==> config.mk <==
export PLATFORM = sky130hd
export DESIGN_NAME = id_ex_operand_stage
export DESIGN_NICKNAME = d
export VERILOG_FILES = /design/src/rtl/id_ex_operand_stage.sv
export SDC_FILE = /design/constraint.sdc
export NUM_CORES = 1
export LEC_CHECK = 0
export ABC_AREA = 0
export ABC_CLOCK_PERIOD_IN_PS = 9800
export CAP_MARGIN = 30
export CORE_AREA = 3 3 118 120
export DETAILED_ROUTE_END_ITERATION = 10
export DIE_AREA = 0 0 121 123
export MAX_ROUTING_LAYER = met4
export PLACE_DENSITY = 0.86
export REMOVE_ABC_BUFFERS = 1
export SLEW_MARGIN = 5
export SYNTH_ARGS = -nofsm -noshare
export SYNTH_HDL_FRONTEND = slang
export SYNTH_SLANG_ARGS = --single-unit
==> constraint.sdc <==
create_clock -name clk -period 9.8 [get_ports clk]
set_clock_uncertainty 0.15 [all_clocks]
set_input_delay 0.98 -clock clk [delete_from_list [all_inputs] [get_ports clk]]
set_output_delay 0.98 -clock clk [all_outputs]
set_load 0.01 [all_outputs]
==> src/rtl/id_ex_operand_stage.sv <==
// ID/EX pipeline register with EX-stage operand forwarding, stall refresh and flush.
// Define ID_EX_FWD_EN to build the EX/MEM and MEM/WB forwarding paths; without it operands come raw from the register.
module id_ex_operand_stage #(
  parameter int DW = 32,
  parameter int RW = 5,
  parameter int CW = 5
) (
  input  logic          clk,
  input  logic          reset,
  input  logic          stall,
  input  logic          flush,
  input  logic          id_valid,
  input  logic [RW-1:0] id_rs,
  input  logic [RW-1:0] id_rt,
  input  logic [DW-1:0] id_rs_val,
  input  logic [DW-1:0] id_rt_val,
  input  logic [DW-1:0] id_imm,
  input  logic          id_alusrc,
  input  logic [CW-1:0] id_alu_ctrl,
  input  logic [RW-1:0] id_wa,
  input  logic          id_regwrite,
  input  logic [RW-1:0] mem_wa,
  input  logic          mem_regwrite,
  input  logic [DW-1:0] mem_wd,
  input  logic [RW-1:0] wb_wa,
  input  logic          wb_regwrite,
  input  logic [DW-1:0] wb_wd,
  output logic [DW-1:0] ex_A,
  output logic [DW-1:0] ex_B,
  output logic [DW-1:0] ex_rt_fwd,
  output logic [CW-1:0] ex_alu_ctrl,
  output logic [RW-1:0] ex_wa,
  output logic          ex_regwrite,
  output logic          ex_valid
);

  logic          valid_q,    valid_d;
  logic [RW-1:0] rs_q,       rs_d;
  logic [RW-1:0] rt_q,       rt_d;
  logic [DW-1:0] rs_val_q,   rs_val_d;
  logic [DW-1:0] rt_val_q,   rt_val_d;
  logic [DW-1:0] imm_q,      imm_d;
  logic          alusrc_q,   alusrc_d;
  logic [CW-1:0] alu_ctrl_q, alu_ctrl_d;
  logic [RW-1:0] wa_q,       wa_d;
  logic          regwrite_q, regwrite_d;
  logic [DW-1:0] fwd_rs,     fwd_rt;

`ifdef ID_EX_FWD_EN
  // A producer matches a source only if it writes, targets it, and the source is not $0.
  function automatic logic src_hit(input logic we, input logic [RW-1:0] wa,
                                   input logic [RW-1:0] src);
    return we && (wa == src) && (src != '0);
  endfunction
`endif

  // NOTE: every _d gets a default (hold) first, so no path leaves it unassigned and no latch is inferred.
  always_comb begin
    valid_d    = valid_q;
    rs_d       = rs_q;
    rt_d       = rt_q;
    rs_val_d   = rs_val_q;
    rt_val_d   = rt_val_q;
    imm_d      = imm_q;
    alusrc_d   = alusrc_q;
    alu_ctrl_d = alu_ctrl_q;
    wa_d       = wa_q;
    regwrite_d = regwrite_q;
    if (flush) begin
      valid_d    = 1'b0;
      rs_d       = '0;
      rt_d       = '0;
      rs_val_d   = '0;
      rt_val_d   = '0;
      imm_d      = '0;
      alusrc_d   = 1'b0;
      alu_ctrl_d = '0;
      wa_d       = '0;
      regwrite_d = 1'b0;
    end else if (stall) begin
`ifdef ID_EX_FWD_EN
      // WB may retire a held operand's producer while we wait.
      if (src_hit(wb_regwrite, wb_wa, rs_q)) rs_val_d = wb_wd;
      if (src_hit(wb_regwrite, wb_wa, rt_q)) rt_val_d = wb_wd;
`endif
    end else begin
      valid_d    = id_valid;
      rs_d       = id_rs;
      rt_d       = id_rt;
      rs_val_d   = id_rs_val;
      rt_val_d   = id_rt_val;
      imm_d      = id_imm;
      alusrc_d   = id_alusrc;
      alu_ctrl_d = id_alu_ctrl;
      wa_d       = id_wa;
      regwrite_d = id_regwrite;
`ifdef ID_EX_FWD_EN
      if (src_hit(wb_regwrite, wb_wa, id_rs)) rs_val_d = wb_wd;
      if (src_hit(wb_regwrite, wb_wa, id_rt)) rt_val_d = wb_wd;
`endif
    end
  end

  // NOTE: sequential state uses non-blocking assignments so every flop samples pre-edge values.
  always_ff @(posedge clk or posedge reset) begin
    if (reset) begin
      valid_q    <= 1'b0;
      rs_q       <= '0;
      rt_q       <= '0;
      rs_val_q   <= '0;
      rt_val_q   <= '0;
      imm_q      <= '0;
      alusrc_q   <= 1'b0;
      alu_ctrl_q <= '0;
      wa_q       <= '0;
      regwrite_q <= 1'b0;
    end else begin
      valid_q    <= valid_d;
      rs_q       <= rs_d;
      rt_q       <= rt_d;
      rs_val_q   <= rs_val_d;
      rt_val_q   <= rt_val_d;
      imm_q      <= imm_d;
      alusrc_q   <= alusrc_d;
      alu_ctrl_q <= alu_ctrl_d;
      wa_q       <= wa_d;
      regwrite_q <= regwrite_d;
    end
  end

`ifdef ID_EX_FWD_EN
  // MEM is the younger producer, so it takes priority over WB.
  always_comb begin
    fwd_rs = rs_val_q;
    fwd_rt = rt_val_q;
    if (src_hit(mem_regwrite, mem_wa, rs_q))     fwd_rs = mem_wd;
    else if (src_hit(wb_regwrite, wb_wa, rs_q))  fwd_rs = wb_wd;
    if (src_hit(mem_regwrite, mem_wa, rt_q))     fwd_rt = mem_wd;
    else if (src_hit(wb_regwrite, wb_wa, rt_q))  fwd_rt = wb_wd;
  end
`else
  logic unused_fwd_inputs;
  assign unused_fwd_inputs = ^{mem_wa, mem_regwrite, mem_wd, wb_wa, wb_regwrite, wb_wd,
                               rs_q, rt_q};
  always_comb begin
    fwd_rs = rs_val_q;
    fwd_rt = rt_val_q;
  end
`endif

  assign ex_A        = fwd_rs;
  assign ex_rt_fwd   = fwd_rt;
  assign ex_B        = alusrc_q ? imm_q : fwd_rt;
  assign ex_alu_ctrl = alu_ctrl_q;
  assign ex_wa       = wa_q;
  assign ex_regwrite = regwrite_q;
  assign ex_valid    = valid_q;

endmodule
==> impl_metrics.csv, run 1 <==
group,metric,value,unit
sta,worst_slew_margin_rel,0.374,
synth,number_of_flops_mapped_to_enable_cells_by_yosys,0,
synth,synth_area,0.00476,mm2
cts,clock_tree.root_cell,"sky130_fd_sc_hd__clkbuf_16",
route,via_per_inst,4.68,
synth,yosysTopAreaCellShare,0.573,
synth,syn-mean-instance-area,12.3,um2
setup_path,critical_path_cell_count,3,
setup_path,worst-setup-path-type,"reg -> out",
cts,cts_buffers,9,
sta,grt_setup_unrepaired,"false",
floorplan,floorplan.initialDensity,0.364,
route,post_detailed_route_drc_marker_count,0,
grt,grtUsageTotal,0.170,
cts,ctsLongestPathBuffers,2,
place,gpl.final_weighted_congestion,0.746,
min_path,hold_depth,2,
setup_path,critical_path.endpoint_type,"output port",
cts,post_cts_hold_buffer_count,0,
sta,final.setup.tns,0,ns
route,routedWlPerCell,15.9,um
cts,worst_skew_pair.late_latency,0.33,ns
synth,synth-main-ff-cell,"sky130_fd_sc_hd__dfrtp_1",
synth,synth.ff_latch_count,109,
outcome,status,"completed",
grt,number_of_antenna_violations_at_the_first_check_in_global_routing,0,
setup_path,slowest_stage_cell_crit_path,"sky130_fd_sc_hd__dfrtp_1",
grt,grt_remaining_overflow,0,
sta,fmaxAchievable,289,MHz
cts,tritoncts_clock_tree,"built",
setup_path,critical_path.reg2reg.startpoint,"alusrc_q$_DFFE_PP0P_",
route,initialDrtViolationCount,149,
setup_path,r2r_slack,8.66,ns
sta,final_period_minus_worst_setup_slack,3.47,ns
setup_path,timing.critical_path.required,8.67,ns
setup_path,r2r-end,"alusrc_q$_DFFE_PP0P_",
sta,timing_max_transition_violations_final,0,
setup_path,cp_num_buf_inv,2,
layout,fill_cell_instance_count_of_the_final_layout,1077,
power_and_ir_drop,vdd_drop_max,0.0000715,V
synth,cell_types_occupying_the_most_area_after_synthesis,"sky130_fd_sc_hd__dfrtp_1, sky130_fd_sc_hd__mux2i_1, sky130_fd_sc_hd__nor2_1, sky130_fd_sc_hd__mux2_2, sky130_fd_sc_hd__buf_4",
sta,timing_worst_slew_pin_value,0.939,ns
cts,postCtsSetupBuffers,0,
setup_path,cp.arrival,2.34,ns
sta,finalSetupViolations,0,
sta,timing_hold_violations_final,0,
place,detailed_place_hpwl,8.96,mm
layout,synthToLayoutAreaGrowth,54.3,%
floorplan,die-height,123,um
synth,async_reset_ff_frac,1.00,
cts,cts_sinks,109,
min_path,min-delay-start,"imm_q[14]$_DFFE_PP0P_",
grt,grt_first_pass_wirelength,19.6,mm
synth,synth.cells.most_frequent,"sky130_fd_sc_hd__dfrtp_1, sky130_fd_sc_hd__mux2i_1, sky130_fd_sc_hd__nor2_1",
place,io_buffer_count,220,
floorplan,ios,307,
layout,nets,794,
synth,seq_area_frac_synth,0.573,
sta,timing.final.crit_share,0.354,
setup_path,cp_max_fo,23,
cts,post_cts.resized_instances,0,
min_path,min_path_type,"reg -> reg",
layout,post_route_cells_drive_above_1_share,0.0867,
synth,synth_cells,388,
layout,post-route-util,0.562,
route,postRouteAntennaNets,0,
setup_path,r2r_cells,2,
floorplan,rows,42,
min_path,whs_endpoint,"imm_q[14]$_DFFE_PP0P_",
route,totalWireLength,12.3,mm
grt,pin_count_of_the_biggest_net_entering_global_routing,62,
setup_path,critical-path-max-stage-delay,0.66,ns
synth,ys_types,10,
floorplan,fp.coreArea,0.0131,mm2
route,route.vias.total,3628,
grt,number_of_global_route_vias_before_repair,3897,
setup_path,startpoint_type,"flip-flop",
route,first_pass_iters,4,
cts,clk_pin_slew,0.06,ns
floorplan,design.die.area,0.0149,mm2
layout,antenna-diode-count,0,
setup_path,path_cells,"buf_4 -> mux2_2 -> clkdlybuf4s50_1",
run,drv_cap,0,
power_and_ir_drop,cellPowerDensity,142,mW/mm2
synth,yosys_warnings,0,
synth,synthDominantAreaCellType,"sky130_fd_sc_hd__dfrtp_1",
floorplan,die-width,121,um
power_and_ir_drop,leakagePower,3.44,nW
setup_path,timing.critical_path.max_delay_family,"buffers and inverters",
cts,ctsHtreeMaxLevel,3,
power breakdown:
part           leakage, nW  total, mW  switching (mW)  internal [mW]
clock                0.143      0.352           0.152          0.201
combinational         1.85      0.200          0.0798          0.120
sequential            1.45      0.492          0.0167          0.475
total                 3.44       1.04           0.248          0.796
sequential cells by signal (all words and copies together), names as in the netlist:
signal       flops
ex_valid         1
imm_q           32
ex_rt_fwd       32
ex_wa            5
ex_alu_ctrl      5
ex_regwrite      1
alusrc_q         1
ex_A            32
stage by stage:
stage	hold WS [ns]	cells	cell area (um2)	power, mW	setup slack [ns]
after floorplan	0.334	360	4590	0.568	5.80
after global placement	0.348	759	7040	0.696	6.64
after detailed placement	0.359	760	7060	0.703	6.63
after CTS	0.374	776	7350	1.06	6.25
after global routing	0.403	776	7350	1.09	6.19
final	0.374	776	7350	1.04	6.33
per-layer routing:
metal	vias to the layer above	global-route usage	wire, um	share of wire
met5	-	-	0	0
met2	136	0.278	6170	0.50
li1	1710	-	-	-
met3	14	0.0320	721	0.058
met1	1768	0.215	5260	0.43
met4	0	0.0559	192	0.016
layout by cell type, fill, tap and decap left out:
cell,count
sky130_fd_sc_hd__buf_4,4
sky130_fd_sc_hd__buf_6,1
sky130_fd_sc_hd__buf_12,1
sky130_fd_sc_hd__inv_4,1
sky130_fd_sc_hd__clkbuf_1,3
sky130_fd_sc_hd__mux2_2,32
sky130_fd_sc_hd__clkbuf_16,9
sky130_fd_sc_hd__mux2i_1,109
sky130_fd_sc_hd__dfrtp_1,109
sky130_fd_sc_hd__clkdlybuf4s50_1,218
sky130_fd_sc_hd__clkbuf_8,4
sky130_fd_sc_hd__nor2_1,109
worst register-to-register path, cell delays in order, from the launching register on:
cell	delay [ns]
sky130_fd_sc_hd__dfrtp_1	0.66
sky130_fd_sc_hd__mux2i_1	0.15
sky130_fd_sc_hd__nor2_1	0.11
cell families after synthesis:
family | count (synthesis) | share of synthesized area
buffers and inverters | 29 | 0.0365
muxes | 141 | 0.305
and+or+nand+nor | 109 | 0.0859
DFF | 109 | 0.573
area by class of cell:
class / instances / area [um2] / area share
multi-input combinational: 250 / 1860 / 0.253
timing repair buffer: 224 / 2240 / 0.305
tap: 176 / 220 / 0.0300
sequential: 109 / 2730 / 0.371
clock buffer: 16 / 292 / 0.0397
inverter: 1 / 6.26 / 0.000851
worst max-delay path by stage:
stage                                 endpoint                  from  slack [ns]
after global placement                ex_B[14]  alusrc_q$_DFFE_PP0P_        6.64
after detailed placement              ex_B[14]  alusrc_q$_DFFE_PP0P_        6.63
final                                 ex_B[14]  alusrc_q$_DFFE_PP0P_        6.33
after floorplan           alusrc_q$_DFFE_PP0P_                 reset        5.80
after CTS                             ex_B[14]  alusrc_q$_DFFE_PP0P_        6.25
after global routing                  ex_B[14]  alusrc_q$_DFFE_PP0P_        6.19
No activity file was read; power rests on OpenSTA's default activity.
==> run 2, diff against run 1 <==
--- a/config.mk
+++ b/config.mk
@@ -6,13 +6,14 @@
 export NUM_CORES = 1
 export LEC_CHECK = 0
 export ABC_AREA = 0
-export ABC_CLOCK_PERIOD_IN_PS = 9800
+export ABC_CLOCK_PERIOD_IN_PS = 3400
 export CAP_MARGIN = 30
-export CORE_AREA = 3 3 118 120
+export CORE_ASPECT_RATIO = 1.1
+export CORE_MARGIN = 3
+export CORE_UTILIZATION = 37
 export DETAILED_ROUTE_END_ITERATION = 10
-export DIE_AREA = 0 0 121 123
 export MAX_ROUTING_LAYER = met4
-export PLACE_DENSITY = 0.86
+export PLACE_DENSITY = 0.88
 export REMOVE_ABC_BUFFERS = 1
 export SLEW_MARGIN = 5
 export SYNTH_ARGS = -nofsm -noshare
==> constraint.sdc (replaced) <==
create_clock -name clk -period 3.4 [get_ports clk]
set_clock_uncertainty 0.15 [all_clocks]
set_input_delay 0.34 -clock clk [delete_from_list [all_inputs] [get_ports clk]]
set_output_delay 0.34 -clock clk [all_outputs]
set_load 0.01 [all_outputs]
==> run 2 against run 1 <==
Compared with the run above: global-route usage rose by 1.4 points; die area down 4.1%; worst setup slack worse by 5.6 ns; critical path depth is the same; first-iteration DRC count increased by 41%; clock-buffer cell count down 5; sequential share of layout area about the same; clock power grew to 2.9 times the previous value; utilization increased by 3.7 points; wire length is 2.5% higher; cell area is 0.12% higher; sequential power grew to 2.9 times the previous value.
==> impl_metrics.csv, run 2 (same netlist as run 1, synthesis figures left out) <==
group,metric,value,unit
outcome,status,"completed",
setup_path,r2r-end,"alusrc_q$_DFFE_PP0P_",
layout,post_route_cells_drive_above_1_share,0.0883,
grt,grtUsageTotal,0.184,
cts,tritoncts_clock_tree,"built",
sta,timing_worst_slew_pin_value,0.631,ns
setup_path,timing.critical_path.required,2.91,ns
layout,layoutNonFillerInstCount,754,
cts,cts_buffers,9,
cts,ctsLongestPathBuffers,2,
cts,clk_pin_slew,0.07,ns
place,dpl.cell_count,739,
layout,nets,795,
route,totalWireLength,12.6,mm
sta,timing_hold_violations_final,0,
route,routedWlPerCell,16.8,um
min_path,min_path_type,"in -> async",
floorplan,design.die.area,0.0143,mm2
floorplan,floorplan.initialDensity,0.387,
layout,antenna-diode-count,0,
route,route.vias.total,3660,
route,first_pass_iters,4,
sta,grt_setup_unrepaired,"false",
floorplan,ios,307,
floorplan,fp.coreArea,0.0123,mm2
cts,cts_sinks,109,
cts,postCtsSetupBuffers,0,
grt,grt.met2_usage,0.304,
cts,post_cts.resized_instances,0,
run,drv_cap,0,
layout,synthToLayoutAreaGrowth,54.5,%
setup_path,r2r_cells,2,
setup_path,cp_max_fo,22,
route,via_per_inst,4.85,
route,post_detailed_route_drc_marker_count,0,
floorplan,rows,42,
power_and_ir_drop,leakagePower,3.45,nW
cts,clock_tree.root_cell,"sky130_fd_sc_hd__clkbuf_16",
setup_path,cp.arrival,2.21,ns
setup_path,critical_path.reg2reg.startpoint,"alusrc_q$_DFFE_PP0P_",
cts,worst_skew_pair.late_latency,0.33,ns
sta,final_period_minus_worst_setup_slack,2.70,ns
grt,met3_usage,0.0387,
setup_path,r2r_slack,2.15,ns
layout,post-route-util,0.598,
place,detailed_place_hpwl,9.30,mm
floorplan,die-width,114,um
sta,fmaxAchievable,371,MHz
sta,finalSetupViolations,0,
grt,number_of_antenna_violations_at_the_first_check_in_global_routing,0,
grt,met1_resource_use_gr,0.226,
layout,layout_common_cells,"sky130_fd_sc_hd__clkdlybuf4s50_1, sky130_fd_sc_hd__mux2i_1, sky130_fd_sc_hd__nor2_1, sky130_fd_sc_hd__dfrtp_1, sky130_fd_sc_hd__mux2_2",
sta,worst_slew_margin_rel,0.579,
setup_path,worst_setup_path_startpoint,"alusrc_q$_DFFE_PP0P_",
setup_path,startpoint_type,"flip-flop",
cts,ctsHtreeMaxLevel,3,
floorplan,die-height,125,um
place,gpl.final_weighted_congestion,0.779,
grt,pin_count_of_the_biggest_net_entering_global_routing,65,
power_and_ir_drop,cellPowerDensity,410,mW/mm2
setup_path,critical_path.endpoint_type,"output port",
layout,layout_commonest_cell,"sky130_fd_sc_hd__clkdlybuf4s50_1",
cts,post_cts_hold_buffer_count,0,
grt,number_of_global_route_vias_before_repair,4041,
power_and_ir_drop,vdd_drop_max,0.000238,V
sta,timing_max_transition_violations_final,0,
route,postRouteAntennaNets,0,
route,initialDrtViolationCount,210,
grt,grt_most_used_layer,"met2",
place,io_buffer_count,220,
sta,final.setup.tns,0,ns
grt,grt_remaining_overflow,0,
setup_path,worst-setup-path-type,"reg -> out",
sta,timing.final.crit_share,0.793,
grt,grt_first_pass_wirelength,20.5,mm
[run 2: changes by cell type in the layout (fill, tap and decap cells not counted)]
cell	change
sky130_fd_sc_hd__buf_12	+3
sky130_fd_sc_hd__clkbuf_8	-4
sky130_fd_sc_hd__clkinv_2	+1
sky130_fd_sc_hd__clkbuf_1	-1
sky130_fd_sc_hd__bufinv_16	+1
sky130_fd_sc_hd__buf_4	-2
sky130_fd_sc_hd__clkinvlp_4	+2
[run 2: worst max path at each step]
stage / to / slack (ns)
5_1_grt: ex_B[5] / 0.62
4_1_cts: ex_B[19] / 0.65
6_report: ex_B[18] / 0.70
2_1_floorplan: alusrc_q$_DFFE_PP0P_ / 0.04
3_3_place_gp: ex_B[5] / 1.03
3_5_place_dp: ex_B[19] / 1.03
[run 2: where the power goes]
| part | total [mW] | switching (mW) | internal [mW] |
|---|---|---|---|
| combinational | 0.585 | 0.234 | 0.352 |
| clock | 1.01 | 0.446 | 0.567 |
| sequential | 1.42 | 0.0486 | 1.37 |
[run 2: layout make-up]
class | count | area, um2
repair buffers | 225 | 2290
clock inverters | 4 | 50.0
clock buffers | 11 | 233
flip-flops and latches | 109 | 2730
multi-input cells | 250 | 1860
well taps | 154 | 193
inverters | 1 | 6.26
fillers | 998 | 4940
[run 2: critical path: stages (launching register included)]
cell and delay (ns):
sky130_fd_sc_hd__dfrtp_1 0.75, sky130_fd_sc_hd__buf_12 0.26, sky130_fd_sc_hd__mux2_2 0.35, sky130_fd_sc_hd__clkdlybuf4s50_1 0.49
[run 2: per-stage QoR]
stage / worst slack, ns / hold WS, ns / total power [mW] / instance area [um2]
2_1_floorplan: 0.0361 / 0.256 / 1.64 / 4590
3_3_place_gp: 1.03 / 0.349 / 2.01 / 7060
3_5_place_dp: 1.03 / 0.360 / 2.03 / 7080
4_1_cts: 0.654 / 0.293 / 3.06 / 7360
5_1_grt: 0.621 / 0.334 / 3.16 / 7360
6_report: 0.705 / 0.276 / 3.02 / 7360
[run 2: routing by layer]
metal	wire length [um]	share of wire
met1	5140	0.41
met2	6410	0.51
met3	889	0.070
met4	211	0.017
met5	0	0
==> edit 1 (settings of run 2) <==
The parameter `RW` goes from 5 to 6.
--- a/src/rtl/id_ex_operand_stage.sv
+++ b/src/rtl/id_ex_operand_stage.sv
@@ -2,7 +2,7 @@
 // Define ID_EX_FWD_EN to build the EX/MEM and MEM/WB forwarding paths; without it operands come raw from the register.
 module id_ex_operand_stage #(
   parameter int DW = 32,
-  parameter int RW = 5,
+  parameter int RW = 6,
   parameter int CW = 5
 ) (
   input  logic          clk,
Ports: changed (6 resized); port bits go from 307 to 313. The function was not compared with the original's and may differ.
==> edit 1 against run 2 <==
  * Non-clock buffer count grew 3
  * Setup slack gained 0.057 ns
  * Sequential cell count rose by 1
  * Cell area increased by 1.4%
  * Clock power is 9% higher
  * Core utilization is 1.6 points lower
  * Total power up 3.2%
  * Sequential share of layout area decreased by 0.18 points
  * Wire length hardly changed
  * Area after synthesis rose by 3.7%
  * Critical path type unchanged
  * Largest power group unchanged
  * Highest routed layer unchanged
==> edit 1: results (changes against run 2) <==
metric	value	unit	change
outcome	finished clean		
grt_pass1_wl	20.4	mm	-0.54%
synth-seq-area-share	0.557		-0.0154
n_fill_cell	1068		+7.0%
port_buffers	222		+0.91%
dp_hpwl	9.55	mm	+2.7%
synth_commonest_cells	110 x dfrtp_1, 110 x mux2i_1, 110 x nor2_1, 29 x mux2_1, 11 x buf_2		
nNetsFinal	806		+1.4%
grt_start_max_net_pins	60		-7.7%
synthCells	391		+0.77%
postPlaceCellArea	7150	µm²	+0.99%
wire_per_inst	16.5	µm	-1.4%
crit_path_max_fanout	24		+9.1%
peakVddDrop	0.278	mV	+17%
drt-vias-per-instance	4.80		-1.1%
yosys-top-cells-area	dfrtp_1 56%, mux2i_1 22%, nor2_1 8.4%, mux2_1 6.6%, buf_12 4.1%		
cp_top_family	buffers and inverters		
gr-usage-met1	0.210		-0.0154
fin_area	7460	µm²	+1.4%
wl_met3	918	µm	+3.3%
grt_pass1_vias	4076		+0.87%
drt-initial-drc-count	198		-5.7%
layout-drive-gt1-share	0.0428		-0.0455
wl_met2	6.27	mm	-2.1%
pre_cts_ws	1.05	ns	+0.0185 ns
ys_types	11		+1
gp_congestion	0.761		-2.2%
use_met2	0.302		-0.00118
cpPeakStageDelay	0.68	ns	-0.07 ns
p_switching	0.719	mW	-1.2%
reg2reg_slack	2.25	ns	+0.10 ns
fin_ws	0.761	ns	+0.0566 ns
cp_data_arrival_time	2.15	ns	-0.06 ns
holdWs	0.0898	ns	-0.186 ns
routedLengthMet1	5.20	mm	+1.1%
leakagePower	3.53	nW	+2.5%
==> edit 1: worst reg2reg max path, stage by stage, from the launching register on <==
cell	delay, ns
dfrtp_1	0.68
mux2i_1	0.15
nor2_1	0.10
==> edit 1: final cells by class <==
class / instances / share of cell area
Multi-Input combinational cell: 252 / 0.251
Tap cell: 157 / 0.0263
Clock inverter: 4 / 0.00939
Sequential cell: 110 / 0.369
Inverter: 1 / 0.000838
Clock buffer: 12 / 0.0330
Timing Repair Buffer: 228 / 0.310
==> edit 1: power by group through the flow <==
stage	Clock (mW)	Sequential, mW	Combinational (mW)
final	1.10	1.43	0.583
after global routing	1.19	1.44	0.633
after CTS	1.14	1.43	0.592
after detailed placement	0	1.46	0.590
after global placement	0	1.45	0.571
after floorplan	0	1.47	0.172
==> edit 1: cells by family (layout without fill, tap and decap cells) <==
family | count (synthesis) | in the layout | synth area share
and+or+nand+nor | 110 | 110 | 0.0836
DFF | 110 | 110 | 0.557
muxes | 142 | 142 | 0.296
buffers and inverters | 29 | 245 | 0.0631
==> edit 2 (config.mk and constraints of run 2) <==
Without the edit above. Make the reset (`reset`) synchronous in one clocked block.
--- a/src/rtl/id_ex_operand_stage.sv
+++ b/src/rtl/id_ex_operand_stage.sv
@@ -102,7 +102,7 @@
   end
 
   // NOTE: sequential state uses non-blocking assignments so every flop samples pre-edge values.
-  always_ff @(posedge clk or posedge reset) begin
+  always_ff @(posedge clk) begin
     if (reset) begin
       valid_q    <= 1'b0;
       rs_q       <= '0;
Formal check against the unedited RTL: differs if reset is asserted again (counterexample within 4 cycles, from zero or initial values and one cycle with reset high); with reset held inactive, the same outputs for 10 cycles.
==> edit 2 against run 2 <==
  * Critical path type unchanged
  * Total power shrank 7.1%
  * Cell area shrank 7.6%
  * Setup slack gained 0.37 ns
  * Combinational power shrank 29%
  * Final cell count shrank 0.93%
  * Critical endpoint is now ex_B[2]
  * Via count shrank 6.1%
  * Sequential cell count is the same
  * Area after synthesis shrank 12%
  * Wire length shrank 12%
  * Critical path depth is the same
  * Global-route usage shrank 0.95 points
==> edit 2: results (changes against run 2) <==
metric	value	unit	change
outcome	finished clean		
p_total	2.80	mW	-7.1%
yosys-top-cells-area	dfxtp_1 52%, mux2i_1 26%, nor2_1 9.7%, mux2_2 8.6%, buf_2 1.5%		
antenna_found_initial	0		unchanged
p_comb	0.415	mW	-29%
holdWs	0.341	ns	+0.0646 ns
multi_input_gates	251		+0.40%
synth-seq-area-share	0.518		-0.0547
grt_usage	0.175		-0.00947
wl_met3	778	µm	-12%
dp_hpwl	8.31	mm	-11%
grt_start_max_net_pins	59		-9.2%
multi_input_area	1870	µm²	+0.47%
hp-class	reg2reg		
r2r_start	alusrc_q		
n_fill_cell	874		-12%
reg2regPathDepth	3		+1
p_sw_frac	0.219		-0.0220
gr-usage-met1	0.196		-0.0292
sh_seq_area	0.321		-0.0499
wl	11.1	mm	-12%
wire_per_inst	14.8	µm	-12%
leakagePower	2.83	nW	-18%
gp_congestion	0.730		-6.2%
routedLengthMet1	4.36	mm	-15%
use_met2	0.303		-0.000318
wl_met2	5.73	mm	-11%
clk-power	1.05	mW	+4%
place_inst	732		-0.95%
critPathSlowestCell	clkdlybuf4s50_1		
ys_types	9		-1
layout-drive-gt1-share	0.0900		+0.00167
peakVddDrop	0.241	mV	+1.1%
drt-initial-drc-count	142		-32%
clkCellAreaFrac	0.0442		+0.00572
n_all_inverters	0		-1
ctsResizeCount	0		unchanged
reg2reg_slack	2.43	ns	+0.28 ns
grt_pass1_vias	3543		-12%
synth_commonest_cells	109 x dfxtp_1, 109 x mux2i_1, 109 x nor2_1, 32 x mux2_2, 13 x buf_2		
grt-busiest-layer	met2		
pre_cts_ws	1.33	ns	+0.301 ns
[edit 2: worst max path at each step]
stage,from,to,slack (ns)
final,alusrc_q,ex_B[2],1.07
after detailed placement,reset,ex_rt_fwd[18],1.33
after CTS,alusrc_q,ex_B[10],1.03
after floorplan,reset,alusrc_q,0.86
after global placement,flush,ex_rt_fwd[3],1.39
after global routing,alusrc_q,ex_B[10],0.99
[edit 2: kinds of logic after synthesis]
group,Yosys count,synth area share
DFF,109,0.518
buffers and inverters,28,0.0386
and+or+nand+nor,110,0.0986
muxes,141,0.345
[edit 2: critical path: cells and delay by family, from the launching register on]
kind | cells | cell delay, ns
flip-flops | 1 | 0.33
buffers and inverters | 2 | 0.79
multiplexers | 1 | 0.38
[edit 2: through the flow]
stage               utilization  area (µm²)
floorplan                     -        4050
detailed placement        0.590        6500
CTS                       0.618        6800
global route              0.618        6800
finish                    0.618        6800
global placement          0.590        6500
